--- src/rtl/sram_access_arbiter_pkg.sv ---
// sram_arb_pkg: shared types and constants for the SRAM access arbiter.
//   arb_state_e  - arbiter FSM states
//   ACC_CNT_W    - width of the access-time down-counter (ACCESS_CYCLES <= 15)
//   sram_req_t   - latched request bundle (address + write data)
//   sat_inc16    - saturating 16-bit increment for the optional statistics
package sram_arb_pkg;

  localparam int unsigned ACC_CNT_W   = 4;
  localparam int unsigned SRAM_ADDR_W = 20;
  localparam int unsigned SRAM_DATA_W = 16;

  typedef enum logic [1:0] {
    IDLE   = 2'd0,
    ACC_WR = 2'd1,
    ACC_RD = 2'd2,
    TURN   = 2'd3
  } arb_state_e;

  // Request payload; the module parameters must not exceed these widths.
  typedef struct packed {
    logic [SRAM_ADDR_W-1:0] addr;
    logic [SRAM_DATA_W-1:0] data;
  } sram_req_t;

  function automatic logic [15:0] sat_inc16(input logic [15:0] v);
    return (v == 16'hFFFF) ? v : v + 16'd1;
  endfunction

endpackage

--- src/rtl/sram_access_arbiter_if.sv ---
// sram_access_arbiter_if: requester-side handshake bundle.
//   wr_req/wr_addr/wr_data -> write request (level, held until wr_ack)
//   rd_req/rd_addr         -> read request (level, held until rd_ack)
//   wr_ack/rd_ack          <- one-cycle completion pulses
//   rd_data                <- last read word
// master = requester side, slave = arbiter side.
interface sram_access_arbiter_if
  import sram_arb_pkg::*;
#(
  parameter int unsigned ADDR_W = SRAM_ADDR_W,
  parameter int unsigned DATA_W = SRAM_DATA_W
);

  logic              wr_req;
  logic [ADDR_W-1:0] wr_addr;
  logic [DATA_W-1:0] wr_data;
  logic              wr_ack;
  logic              rd_req;
  logic [ADDR_W-1:0] rd_addr;
  logic              rd_ack;
  logic [DATA_W-1:0] rd_data;

  modport master (
    output wr_req, wr_addr, wr_data, rd_req, rd_addr,
    input  wr_ack, rd_ack, rd_data
  );

  modport slave (
    input  wr_req, wr_addr, wr_data, rd_req, rd_addr,
    output wr_ack, rd_ack, rd_data
  );

endinterface

--- src/rtl/sram_access_arbiter.sv ---
// sram_access_arbiter: shares one external async SRAM between a write
// requester and a read requester with round-robin arbitration and a fixed
// access time of ACCESS_CYCLES cycles followed by one turnaround cycle.
// Ports:
//   i_clk, i_rst_n        clock, synchronous active-low reset
//   bus (slave)           wr/rd req, addr, wr data, acks, rd data
//   o_SRAM_ADDR           SRAM address
//   o_dq_out / o_dq_oe    DQ drive value and output enable, i_dq_in DQ pins
//   o_SRAM_*_N            active-low strobes (LB/UB tied low)
//   o_busy                high whenever the FSM is not idle
// Optional build macro SRAM_ARB_STATS_EN adds o_wr_cnt, o_rd_cnt and
// o_conflict_cnt (saturating 16-bit counters).
module sram_access_arbiter
  import sram_arb_pkg::*;
#(
  parameter int unsigned ADDR_W        = 20,
  parameter int unsigned DATA_W        = 16,
  parameter int unsigned ACCESS_CYCLES = 2
) (
  input  logic                 i_clk,
  input  logic                 i_rst_n,
  sram_access_arbiter_if.slave bus,
  output logic [ADDR_W-1:0]    o_SRAM_ADDR,
  output logic [DATA_W-1:0]    o_dq_out,
  output logic                 o_dq_oe,
  input  logic [DATA_W-1:0]    i_dq_in,
  output logic                 o_SRAM_WE_N,
  output logic                 o_SRAM_CE_N,
  output logic                 o_SRAM_OE_N,
  output logic                 o_SRAM_LB_N,
  output logic                 o_SRAM_UB_N,
  output logic                 o_busy
`ifdef SRAM_ARB_STATS_EN
  ,
  output logic [15:0]          o_wr_cnt,
  output logic [15:0]          o_rd_cnt,
  output logic [15:0]          o_conflict_cnt
`endif
);

  arb_state_e           r_state;
  logic [ACC_CNT_W-1:0] r_cnt;
  logic                 r_prefer_rd;
  logic                 r_wr_ack;
  logic                 r_rd_ack;
  logic [DATA_W-1:0]    r_rd_data;
  logic [ADDR_W-1:0]    r_sram_addr;
  logic [DATA_W-1:0]    r_dq_out;
  logic                 r_dq_oe;
  logic                 r_we_n;
  logic                 r_ce_n;
  logic                 r_oe_n;
  logic                 r_busy;

  logic                 w_grant_wr;
  logic                 w_grant_rd;
  sram_req_t            w_req;

  // Round-robin grant decision, only acted on in IDLE.
  always_comb begin
    w_grant_wr = 1'b0;
    w_grant_rd = 1'b0;
    if (bus.wr_req && (!bus.rd_req || !r_prefer_rd)) begin
      w_grant_wr = 1'b1;
    end else if (bus.rd_req) begin
      w_grant_rd = 1'b1;
    end
    w_req.addr = w_grant_wr ? SRAM_ADDR_W'(bus.wr_addr) : SRAM_ADDR_W'(bus.rd_addr);
    w_req.data = SRAM_DATA_W'(bus.wr_data);
  end

  // Access sequencer; strobes and acks are registered alongside the state.
  always_ff @(posedge i_clk) begin
    if (!i_rst_n) begin
      r_state     <= IDLE;
      r_cnt       <= '0;
      r_prefer_rd <= 1'b0;
      r_wr_ack    <= 1'b0;
      r_rd_ack    <= 1'b0;
      r_rd_data   <= '0;
      r_sram_addr <= '0;
      r_dq_out    <= '0;
      r_dq_oe     <= 1'b0;
      r_we_n      <= 1'b1;
      r_ce_n      <= 1'b1;
      r_oe_n      <= 1'b1;
      r_busy      <= 1'b0;
    end else begin
      r_wr_ack <= 1'b0;
      r_rd_ack <= 1'b0;
      case (r_state)
        IDLE: begin
          if (w_grant_wr || w_grant_rd) begin
            r_sram_addr <= ADDR_W'(w_req.addr);
            r_cnt       <= ACC_CNT_W'(ACCESS_CYCLES - 1);
            r_ce_n      <= 1'b0;
            r_busy      <= 1'b1;
            // Favour the side that was not just served.
            r_prefer_rd <= w_grant_wr;
            if (w_grant_wr) begin
              r_state  <= ACC_WR;
              r_dq_out <= DATA_W'(w_req.data);
              r_we_n   <= 1'b0;
              r_dq_oe  <= 1'b1;
            end else begin
              r_state  <= ACC_RD;
              r_oe_n   <= 1'b0;
            end
          end
        end
        ACC_WR, ACC_RD: begin
          if (r_cnt == '0) begin
            r_state <= TURN;
            r_ce_n  <= 1'b1;
            r_we_n  <= 1'b1;
            r_oe_n  <= 1'b1;
            r_dq_oe <= 1'b0;
            if (r_state == ACC_WR) begin
              r_wr_ack  <= 1'b1;
            end else begin
              r_rd_ack  <= 1'b1;
              r_rd_data <= i_dq_in;
            end
          end else begin
            r_cnt <= r_cnt - ACC_CNT_W'(1);
          end
        end
        TURN: begin
          r_state <= IDLE;
          r_busy  <= 1'b0;
        end
        default: begin
          r_state <= IDLE;
        end
      endcase
    end
  end

  assign bus.wr_ack  = r_wr_ack;
  assign bus.rd_ack  = r_rd_ack;
  assign bus.rd_data = r_rd_data;
  assign o_SRAM_ADDR = r_sram_addr;
  assign o_dq_out    = r_dq_out;
  assign o_dq_oe     = r_dq_oe;
  assign o_SRAM_WE_N = r_we_n;
  assign o_SRAM_CE_N = r_ce_n;
  assign o_SRAM_OE_N = r_oe_n;
  assign o_SRAM_LB_N = 1'b0;
  assign o_SRAM_UB_N = 1'b0;
  assign o_busy      = r_busy;

`ifdef SRAM_ARB_STATS_EN
  logic [15:0] r_wr_cnt;
  logic [15:0] r_rd_cnt;
  logic [15:0] r_conflict_cnt;

  // Completion counts advance on the edge that raises the matching ack.
  always_ff @(posedge i_clk) begin
    if (!i_rst_n) begin
      r_wr_cnt       <= '0;
      r_rd_cnt       <= '0;
      r_conflict_cnt <= '0;
    end else begin
      if (r_state == ACC_WR && r_cnt == '0) r_wr_cnt <= sat_inc16(r_wr_cnt);
      if (r_state == ACC_RD && r_cnt == '0) r_rd_cnt <= sat_inc16(r_rd_cnt);
      if (r_state == IDLE && bus.wr_req && bus.rd_req) begin
        r_conflict_cnt <= sat_inc16(r_conflict_cnt);
      end
    end
  end

  assign o_wr_cnt       = r_wr_cnt;
  assign o_rd_cnt       = r_rd_cnt;
  assign o_conflict_cnt = r_conflict_cnt;
`endif

endmodule

--- src/flat_wrapper.sv ---
// flat-port wrapper written by rule: the top's interface ports become plain ports
module sram_access_arbiter_flat import sram_arb_pkg::*;
#(
  parameter int unsigned ADDR_W        = 20,
  parameter int unsigned DATA_W        = 16,
  parameter int unsigned ACCESS_CYCLES = 2
)
  (i_clk, i_rst_n, o_SRAM_ADDR, o_dq_out, o_dq_oe, i_dq_in, o_SRAM_WE_N, o_SRAM_CE_N, o_SRAM_OE_N, o_SRAM_LB_N, o_SRAM_UB_N, o_busy, bus_wr_req, bus_wr_addr, bus_wr_data, bus_rd_req, bus_rd_addr, bus_wr_ack, bus_rd_ack, bus_rd_data);
  sram_access_arbiter_if #(.ADDR_W(ADDR_W), .DATA_W(DATA_W)) bus_i ();
  input  logic i_clk;
  input  logic i_rst_n;
  output logic [ADDR_W-1:0] o_SRAM_ADDR;
  output logic [DATA_W-1:0] o_dq_out;
  output logic o_dq_oe;
  input  logic [DATA_W-1:0] i_dq_in;
  output logic o_SRAM_WE_N;
  output logic o_SRAM_CE_N;
  output logic o_SRAM_OE_N;
  output logic o_SRAM_LB_N;
  output logic o_SRAM_UB_N;
  output logic o_busy;
  input wire logic [$bits(bus_i.wr_req)-1:0] bus_wr_req;
  input wire logic [$bits(bus_i.wr_addr)-1:0] bus_wr_addr;
  input wire logic [$bits(bus_i.wr_data)-1:0] bus_wr_data;
  input wire logic [$bits(bus_i.rd_req)-1:0] bus_rd_req;
  input wire logic [$bits(bus_i.rd_addr)-1:0] bus_rd_addr;
  output wire logic [$bits(bus_i.wr_ack)-1:0] bus_wr_ack;
  output wire logic [$bits(bus_i.rd_ack)-1:0] bus_rd_ack;
  output wire logic [$bits(bus_i.rd_data)-1:0] bus_rd_data;
  assign bus_i.wr_req = bus_wr_req;
  assign bus_i.wr_addr = bus_wr_addr;
  assign bus_i.wr_data = bus_wr_data;
  assign bus_i.rd_req = bus_rd_req;
  assign bus_i.rd_addr = bus_rd_addr;
  assign bus_wr_ack = bus_i.wr_ack;
  assign bus_rd_ack = bus_i.rd_ack;
  assign bus_rd_data = bus_i.rd_data;
  sram_access_arbiter #(.ADDR_W(ADDR_W), .DATA_W(DATA_W), .ACCESS_CYCLES(ACCESS_CYCLES)) u_core (.i_clk(i_clk), .i_rst_n(i_rst_n), .bus(bus_i), .o_SRAM_ADDR(o_SRAM_ADDR), .o_dq_out(o_dq_out), .o_dq_oe(o_dq_oe), .i_dq_in(i_dq_in), .o_SRAM_WE_N(o_SRAM_WE_N), .o_SRAM_CE_N(o_SRAM_CE_N), .o_SRAM_OE_N(o_SRAM_OE_N), .o_SRAM_LB_N(o_SRAM_LB_N), .o_SRAM_UB_N(o_SRAM_UB_N), .o_busy(o_busy));
endmodule
--- config.mk ---
export PLATFORM = sky130hd
export DESIGN_NAME = sram_access_arbiter_flat
export DESIGN_NICKNAME = d
export VERILOG_FILES = /design/src/rtl/sram_access_arbiter_pkg.sv /design/src/rtl/sram_access_arbiter_if.sv /design/src/rtl/sram_access_arbiter.sv /design/src/flat_wrapper.sv
export SDC_FILE = /design/constraint.sdc
export NUM_CORES = 1
export LEC_CHECK = 0
export BUFFER_PORTS_ARGS = -buffer_cell sky130_fd_sc_hd__buf_2
export CORE_MARGIN = 3
export CORE_UTILIZATION = 49
export CTS_CLUSTER_SIZE = 14
export DETAILED_ROUTE_END_ITERATION = 10
export PLACE_DENSITY = 0.82
export SYNTH_ARGS = -nofsm -noshare
export SYNTH_HDL_FRONTEND = slang
export SYNTH_SLANG_ARGS = --single-unit
--- constraint.sdc ---
create_clock -name i_clk -period 2.4 [get_ports i_clk]
set_input_delay 0.48 -clock i_clk [delete_from_list [all_inputs] [get_ports i_clk]]
set_output_delay 0.48 -clock i_clk [all_outputs]
set_load 0.01 [all_outputs]
==> run summary, run 1 <==
outcome: complete, no violations
Crit Path Category: reg -> reg
Worst Skew: 4.85 ps
Arr. time, crit path: 2160 ps
Main synth FF type: dfxtp_1
XOR/XNOR Fraction of Synth Area: 0
largest family of logic cells by synthesized area: compound AO/OA/AOI/OAI gates
final worst path period share: 0.790
Max Root-Sink Buffers: 2
final hold violation count: 0
first-pass GRT wire length: 10.4 mm
1st-pass router iterations: 4
Max-Cap Viols: 0
simple-gate share of the synthesized area: 0.155
yosys warns: 0
Mapped Area: 2720 um2
Slew Limit Fails: 0
HPWL Detailed: 4.88 mm
Mapped Cells: 318
GR Util met2: 0.347
vias: 2629
global route overflow: 0
drt drc: 0
P&R area growth vs syn: 31.4%
share of post-route cells with drive strength above 1: 0.353
NumNets Final: 529
RSZ-0062 raised after global routing: no
Placement Cell Area: 3410 um2
commonest non-fill, non-tap cell in the layout: buf_2
Reg-to-Reg Start: u_core.r_cnt[0]
endpoint class of the critical path: register
Initial Utilization: 0.520
vias in the first global route: 2356
hold buffer count at CTS: 0
fin cells: 520
ant diodes: 0
asr flop ratio synth: 0
# resized after CTS: 0
core area: 5240 um2
post-synthesis mux area share: 0.0814
Root Buffer Master: clkbuf_8
most frequent cells in the layout: buf_2, nand2_1, dfxtp_1, a21oi_1, o21ai_0
clk sink count: 66
Final setup viols: 0
full die area: 6480 um2
port bufs: 134
Pwr Density: 1050 nW/um2
final instance area: 3580 um2
Reg clk slew, reported paths: 70 ps
Synth Register Bits: 66
Die Wd: 80.5 um
Reg2Reg Capture Point: u_core.bus.rd_data[10]
via/cell ratio: 5.06
Ports: 137
remaining antenna violation count: 0
Final min period: 1900 ps
worst reg2reg path depth: 6
post-synthesis compound-gate area fraction: 0.194
post-synthesis sequential area ratio: 0.486
adder-cell area share of the yosys netlist: 0.0322
gr usage total: 0.207
largest net degree at the start of global routing: 42
Post-synth EDFFs: 0
Max VDD drop: 0.000579 V
Synth area leaders: dfxtp_1, a21oi_1, nand2_1
slew margin rel.: 0.534
CP Launch Type: register
type of the most critical hold path: in -> reg
post-CTS setup buffers: 0
fraction of post-synthesis cell area in the top cell type by area: 0.486
fillers: 438
cell count after placement: 505
row cnt: 26
WP data required: 2670 ps
Worst-Margin Slew: 694 ps
CP Max Fanout: 16
die span in y: 80.5 um
Skew-Pair Late Insertion Delay: 330 ps
CTS tree: yes
Final TNS setup: 0 ps
Unique masters post-synth: 35
initial antenna violation count: 0
M1 GR Usage: 0.241
hold path depth: 3
leakage power: 0.00172 uW
Iter 0 DRT Violations: 106
number of CTS-inserted buffers: 9
final WL: 6.73 mm
Hold Crit Start: bus_wr_data[4]
met3 Track Usage GR: 0.0740
Most Crowded Layer GR: met2
area leader, netlist: dfxtp_1
Hold Crit Endpoint: u_core.o_dq_out[4]
GP Congestion: 0.799
Avg WL per Cell: 12.9 um
CTS H-tree lvls: 3
FMAX: 0.527 GHz
Syn Area/Cell: 8.56 um2
worst reg-to-reg setup slack: 500 ps
[worst max-delay path by stage]
stage | start | end | slack (ps) | cells after the start
6_report | u_core.r_cnt[0] | u_core.bus.rd_data[10] | 500 | 6
3_5_place_dp | u_core.r_cnt[0] | u_core.bus.rd_data[9] | 490 | 6
3_3_place_gp | bus_wr_req | u_core.o_SRAM_OE_N | 640 | 4
5_1_grt | u_core.r_cnt[0] | u_core.bus.rd_data[4] | 300 | 6
4_1_cts | u_core.r_cnt[0] | u_core.bus.rd_data[9] | 490 | 6
2_1_floorplan | u_core.r_state[0] | u_core.r_cnt[0] | 830 | 6
[flip-flops by register name, summed over array words and instances (netlist names), 2 cells and up]
| name | count |
|---|---|
| u_core.o_dq_out | 16 |
| u_core.bus.rd_data | 16 |
| u_core.r_cnt | 4 |
| u_core.o_SRAM_ADDR | 20 |
| u_core.r_state | 2 |
[through the flow]
step	hold WS, ps	setup slack (ps)	utilization	power (uW)
2_1_floorplan	471	832	-	2500
3_3_place_gp	439	641	0.650	2910
3_5_place_dp	447	490	0.650	2970
4_1_cts	361	494	0.683	3780
5_1_grt	363	298	0.683	4020
6_report	378	503	0.683	3740
[power by group]
part | leakage (uW) | switching (uW) | internal (uW)
registers | 0.000542 | 152 | 1370
logic | 0.00109 | 854 | 561
clock network | 0.0000920 | 383 | 420
total | 0.00172 | 1390 | 2350
[critical path: stages, from the launching register on]
cell	delay, ps
dfxtp_1	330
inv_1	120
ha_1	170
nor3b_2	370
and2_1	560
nand2_1	120
a21oi_1	140
[cell usage after synthesis, types with 2 or more instances]
cell type and n:
o21ai_0 26, ha_1 7, clkbuf_1 14, a21oi_1 60
nand3b_1 2, nand2b_1 3, buf_2 2, inv_1 7
nor2_1 5, nand2_1 71, buf_4 6, and2_1 2
mux2i_1 21, dfxtp_1 66, nor3_1 6
[final cells by class]
cell class                      instances  area, um2  area share
Clock inverter                          3       15.0     0.00420
Tap cell                               70       87.6      0.0245
Timing Repair Buffer                  138        701       0.196
Clock buffer                           12        155      0.0434
Multi-Input combinational cell        223       1270       0.354
Sequential cell                        66       1320       0.369
Inverter                                8       30.0     0.00840
[metal layers]
layer | vias to the layer above | share of wire
met3 | 7 | 0.076
li1 | 1337 | -
met4 | 0 | 0.010
met2 | 84 | 0.50
met5 | - | 0
met1 | 1201 | 0.41
[logic make-up after synthesis]
| logic type | Yosys count |
|---|---|
| and+or+nand+nor | 95 |
| other | 1 |
| buffers and inverters | 30 |
| DFF | 66 |
| adders and majority gates | 7 |
| muxes | 22 |
| AOI/OAI and AO/OA | 97 |
No activity file was read; power rests on OpenSTA's default activity.
==> inputs of run 2 (changes only) <==
--- a/config.mk
+++ b/config.mk
@@ -7,10 +7,10 @@
 export LEC_CHECK = 0
 export BUFFER_PORTS_ARGS = -buffer_cell sky130_fd_sc_hd__buf_2
 export CORE_MARGIN = 3
-export CORE_UTILIZATION = 49
+export CORE_UTILIZATION = 41
 export CTS_CLUSTER_SIZE = 14
 export DETAILED_ROUTE_END_ITERATION = 10
-export PLACE_DENSITY = 0.82
+export PLACE_DENSITY = 0.73
 export SYNTH_ARGS = -nofsm -noshare
 export SYNTH_HDL_FRONTEND = slang
 export SYNTH_SLANG_ARGS = --single-unit
==> constraint.sdc (replaced) <==
create_clock -name i_clk -period 1.7 [get_ports i_clk]
set_input_delay 0.34 -clock i_clk [delete_from_list [all_inputs] [get_ports i_clk]]
set_output_delay 0.34 -clock i_clk [all_outputs]
set_load 0.01 [all_outputs]
==> run summary, run 2 (synthesis gave the netlist of run 1 again) <==
clk sink count: 66
Worst Hold Slack: 243 ps
endpoint class of the critical path: register
Worst Skew: 7.01 ps
leakage power: 0.00180 uW
CTS H-tree lvls: 3
CP Launch Type: register
via/cell ratio: 4.89
vias in the first global route: 2349
final hold violation count: 0
Die Wd: 87.5 um
gr usage total: 0.164
CTS tree: yes
global route overflow: 0
final WL: 6.49 mm
final worst path period share: 0.941
Initial Utilization: 0.426
initial antenna violation count: 0
remaining antenna violation count: 0
switch share: 0.346
Final min period: 1600 ps
row cnt: 29
WP data required: 1940 ps
P&R area growth vs syn: 38.9%
core area: 6390 um2
Comb pwr share: 0.390
Avg WL per Cell: 12.0 um
drt drc: 0
1st-pass router iterations: 5
Final setup viols: 0
most frequent cells in the layout: buf_2, nand2_1, dfxtp_1, a21oi_1, o21ai_0
Ports: 137
Crit Path Category: reg -> reg
commonest non-fill, non-tap cell in the layout: buf_2
Sequential Power Share: 0.367
Slew Limit Fails: 0
Max Root-Sink Buffers: 2
Root Buffer Master: clkbuf_8
GP Congestion: 0.762
FMAX: 0.625 GHz
Max VDD drop: 0.000804 V
Largest register FFs: 20
CP Max Fanout: 5
NumNets Final: 540
Max-Cap Viols: 0
Arr. time, crit path: 1840 ps
vias: 2636
port bufs: 134
full die area: 7650 um2
largest net degree at the start of global routing: 36
Skew-Pair Late Insertion Delay: 330 ps
internal power: 3830 uW
share of post-route cells with drive strength above 1: 0.383
first-pass GRT wire length: 10.0 mm
type of the most critical hold path: in -> reg
outcome: complete, no violations
ant diodes: 0
worst reg-to-reg setup slack: 100 ps
Pwr Density: 1550 nW/um2
number of CTS-inserted buffers: 9
Iter 0 DRT Violations: 67
Final TNS setup: 0 ps
Clk pwr share: 0.243
Reg clk slew, reported paths: 70 ps
NetSw: 2020 uW
post-route setup slack: 100 ps
RSZ-0062 raised after global routing: no
die span in y: 87.5 um
HPWL Detailed: 4.86 mm
post-place setup slack: 32.8 ps
==> run 2: changes by cell type in the layout (fill, tap and decap cells not counted), moves of 2 or more <==
cell	previous run	this run
buf_4	4	12
buf_12	0	3
bufinv_16	0	2
ha_1	7	5
ha_2	0	2
inv_1	7	5
inv_2	0	2
==> run 2: worst paths after layout <==
| kind | startpoint | end | cells after the start |
|---|---|---|---|
| worst min-delay path | bus_wr_data[10] | u_core.o_dq_out[10] | 3 |
| worst min register to register | u_core.bus.rd_data[6] | u_core.bus.rd_data[6] | 2 |
| worst max register to register | u_core.r_state[0] | u_core.r_cnt[0] | 6 |
| worst max-delay path | u_core.r_state[0] | u_core.r_cnt[0] | 6 |
==> run 2: per-layer routing <==
layer | up-vias | track usage | routed length (um) | part of all wire
met5 | - | 0 | 0 | 0
met4 | 0 | 0.0502 | 70 | 0.011
met3 | 4 | 0.0501 | 505 | 0.078
met2 | 90 | 0.279 | 3120 | 0.48
met1 | 1182 | 0.198 | 2790 | 0.43
li1 | 1360 | - | - | -
==> run 2: area by class of cell <==
cell class | instances | area, um2
inverter | 8 | 30.0
tap | 77 | 96.3
sequential | 66 | 1320
fill | 587 | 2610
clock buffer | 11 | 141
clock inverter | 5 | 77.6
timing repair buffer | 149 | 821
multi-input combinational | 223 | 1290
==> run 2: power by group through the flow <==
stage / sequential, uW / clock [uW] / combinational [uW]
after floorplan: 2320 / 0 / 1210
after global placement: 2150 / 0 / 2100
after detailed placement: 2170 / 0 / 2140
after CTS: 2140 / 1470 / 2140
after global routing: 2200 / 1530 / 2550
final: 2150 / 1420 / 2280
==> run 2: worst max-delay path: stages, from the launching register on <==
cell and delay (ps):
dfxtp_1 350, inv_1 130, ha_2 190, nor3b_4 260
nor3_1 110, mux2_2 290, a221oi_2 200
==> run 2: repair_timing <==
item | 4_1_cts | 5_1_grt
hold buffers | 0 | 0
gates resized for setup | 0 | 8
setup endpoints to repair | 0 | 23
buffers inserted | 0 | 4
==> run 2: stage by stage <==
step | utilization | instances | power, uW | instance area, um2
2_1_floorplan | - | 319 | 3530 | 2730
3_3_place_gp | 0.549 | 519 | 4260 | 3500
3_5_place_dp | 0.549 | 519 | 4310 | 3500
4_1_cts | 0.583 | 535 | 5760 | 3720
5_1_grt | 0.592 | 539 | 6280 | 3780
6_report | 0.592 | 539 | 5850 | 3780
==> inputs of run 3 (changes only) <==
--- a/config.mk
+++ b/config.mk
@@ -5,12 +5,13 @@
 export SDC_FILE = /design/constraint.sdc
 export NUM_CORES = 1
 export LEC_CHECK = 0
+export ABC_AREA = 1
 export BUFFER_PORTS_ARGS = -buffer_cell sky130_fd_sc_hd__buf_2
 export CORE_MARGIN = 3
 export CORE_UTILIZATION = 41
 export CTS_CLUSTER_SIZE = 14
 export DETAILED_ROUTE_END_ITERATION = 10
-export PLACE_DENSITY = 0.73
+export PLACE_DENSITY = 0.72
 export SYNTH_ARGS = -nofsm -noshare
 export SYNTH_HDL_FRONTEND = slang
 export SYNTH_SLANG_ARGS = --single-unit
==> run summary, run 3 <==
Max-Cap Viols: 0
count leader, synth: nand2_1
switch share: 0.392
RSZ-0062 raised after global routing: no
Synth area leaders: dfxtp_1, nand2_1, a21oi_1
port bufs: 134
crit path from: u_core.r_state[0]
CTS tree: yes
Final min period: 1480 ps
crit-path most repeated cell: nand2_1
clk sink count: 66
Mapped Area: 2790 um2
row cnt: 29
most frequent cells in the layout: buf_2, nand2_1, dfxtp_1, nand3_1, a21oi_1
Main synth FF type: dfxtp_1
ant diodes: 0
first-pass GRT wire length: 11.5 mm
Ports: 137
GP Congestion: 0.822
Reg-to-Reg Start: u_core.r_state[0]
1st-pass router iterations: 6
outcome: complete, no violations
Root Buffer Master: clkbuf_8
P&R area growth vs syn: 33.7%
Skew-Pair Late Insertion Delay: 330 ps
die span in y: 88.5 um
CP Launch Type: register
Crit Path Category: reg -> reg
Max Root-Sink Buffers: 2
NetSw: 2520 uW
Slowest-stage cell, CP: dfxtp_2
leakage power: 0.00182 uW
worst reg-to-reg setup slack: 220 ps
slowest stage delay, CP: 350 ps
crit-path cells: inv_1 -> ha_1 -> buf_4 -> nand2_2 -> nand2_1 -> o21ai_0 -> nand2_1
drt drc: 0
initial antenna violation count: 0
crit path capture: u_core.o_SRAM_CE_N
largest net degree at the start of global routing: 42
CP Max Fanout: 6
Worst Skew: 10.6 ps
internal power: 3910 uW
commonest non-fill, non-tap cell in the layout: buf_2
core area: 6460 um2
via/cell ratio: 4.98
worst reg2reg path depth: 7
synth cell count leaders: nand2_1, dfxtp_1, a21oi_1, nand3_1, o21ai_0
Avg WL per Cell: 12.5 um
final hold violation count: 0
final worst path period share: 0.869
Clk pwr share: 0.238
Post-synth EDFFs: 0
gr usage total: 0.187
yosys warns: 0
Max VDD drop: 0.000954 V
NumNets Final: 575
FMAX: 0.677 GHz
Largest register FFs: 20
final WL: 7.20 mm
Syn Area/Cell: 7.73 um2
Final setup viols: 0
remaining antenna violation count: 0
Sequential Power Share: 0.342
Mapped Cells: 361
Reg2Reg Capture Point: u_core.o_SRAM_CE_N
type of the most critical hold path: in -> reg
Initial Utilization: 0.432
number of CTS-inserted buffers: 9
Die Wd: 88.5 um
share of post-route cells with drive strength above 1: 0.352
WP data required: 1920 ps
Final TNS setup: 0 ps
HPWL Detailed: 5.20 mm
Pwr Density: 1730 nW/um2
vias in the first global route: 2628
fraction of post-synthesis cell area in the top cell type by area: 0.474
Comb pwr share: 0.419
Unique masters post-synth: 27
area leader, netlist: dfxtp_1
Worst Hold Slack: 260 ps
asr flop ratio synth: 0
Reg clk slew, reported paths: 80 ps
post-synthesis sequential area ratio: 0.474
global route overflow: 0
Iter 0 DRT Violations: 89
Synth Register Bits: 66
Slew Limit Fails: 0
Arr. time, crit path: 1700 ps
vias: 2860
full die area: 7830 um2
endpoint class of the critical path: register
CTS H-tree lvls: 3
hold buffer count at CTS: 0
==> run 3: changes by cell type after synthesis, sizes merged, moves of 6 or more <==
cell   delta
nand3    +38
nand2    +31
a21oi    -23
a31oi    +21
mux2i    -21
inv      +10
buf       +9
nor3      -6
==> run 3: critical path: cells and delay by family, from the launching register on <==
kind,cells,cell delay (ps)
adders and majority gates,1,330
DFF,1,350
and+or+nand+nor,3,290
buffers and inverters,2,250
AOI/OAI and AO/OA,1,150
==> run 3: layout make-up <==
cell class	count	area, um2
clock buffers	11	151
clock inverters	5	85.1
fillers	617	2730
inverters	17	66.3
multi-input cells	253	1240
flip-flops and latches	66	1320
well taps	77	96.3
repair buffers	145	766
==> run 3: timing repair <==
action                                  CTS  global route
resized for setup                         0             3
hold endpoints to repair                  0             0
setup buffers                             0             0
endpoints found under the setup margin    0             5
==> run 3: worst min-delay path by stage <==
stage	from	endpoint	slack (ps)	depth (start not counted)
final	bus_wr_addr[6]	u_core.o_SRAM_ADDR[6]	260	3
after global routing	bus_wr_addr[10]	u_core.o_SRAM_ADDR[10]	260	3
after CTS	bus_wr_addr[10]	u_core.o_SRAM_ADDR[10]	240	3
after detailed placement	u_core.o_dq_out[6]	u_core.o_dq_out[6]	450	2
after global placement	u_core.o_SRAM_WE_N	u_core.o_SRAM_WE_N	440	2
after floorplan	u_core.r_prefer_rd	u_core.r_prefer_rd	440	2
==> run 3: through the flow <==
| step | instance area [um2] | cells | setup slack, ps | util | power [uW] |
|---|---|---|---|---|---|
| floorplan | 2790 | 362 | 213 | - | 4080 |
| global placement | 3490 | 558 | 211 | 0.540 | 4870 |
| detailed placement | 3490 | 558 | 118 | 0.540 | 4920 |
| CTS | 3720 | 574 | 107 | 0.577 | 6480 |
| global route | 3730 | 574 | 32.4 | 0.577 | 6950 |
| finish | 3730 | 574 | 223 | 0.577 | 6430 |
==> run 3: power groups by stage <==
stage                     Combinational [uW]  Clock (uW)  Sequential, uW
after floorplan                         1690           0            2390
after global placement                  2640           0            2220
after detailed placement                2700           0            2230
after CTS                               2710        1570            2200
after global routing                    3070        1620            2260
final                                   2700        1530            2200
==> run 3: cells by family after synthesis <==
family	after synthesis	synth area share
compound gates	87	0.167
fa+ha+maj	7	0.0314
buf+inv	43	0.0839
flops	66	0.474
other cells	1	0.00134
simple gates	157	0.243
==> run 3: layer usage <==
metal | vias up | track usage | wire, um
li1 | 1468 | - | -
met1 | 1294 | 0.223 | 3110
met2 | 86 | 0.326 | 3580
met3 | 12 | 0.0438 | 411
met4 | 0 | 0.0714 | 97
met5 | - | 0 | 0
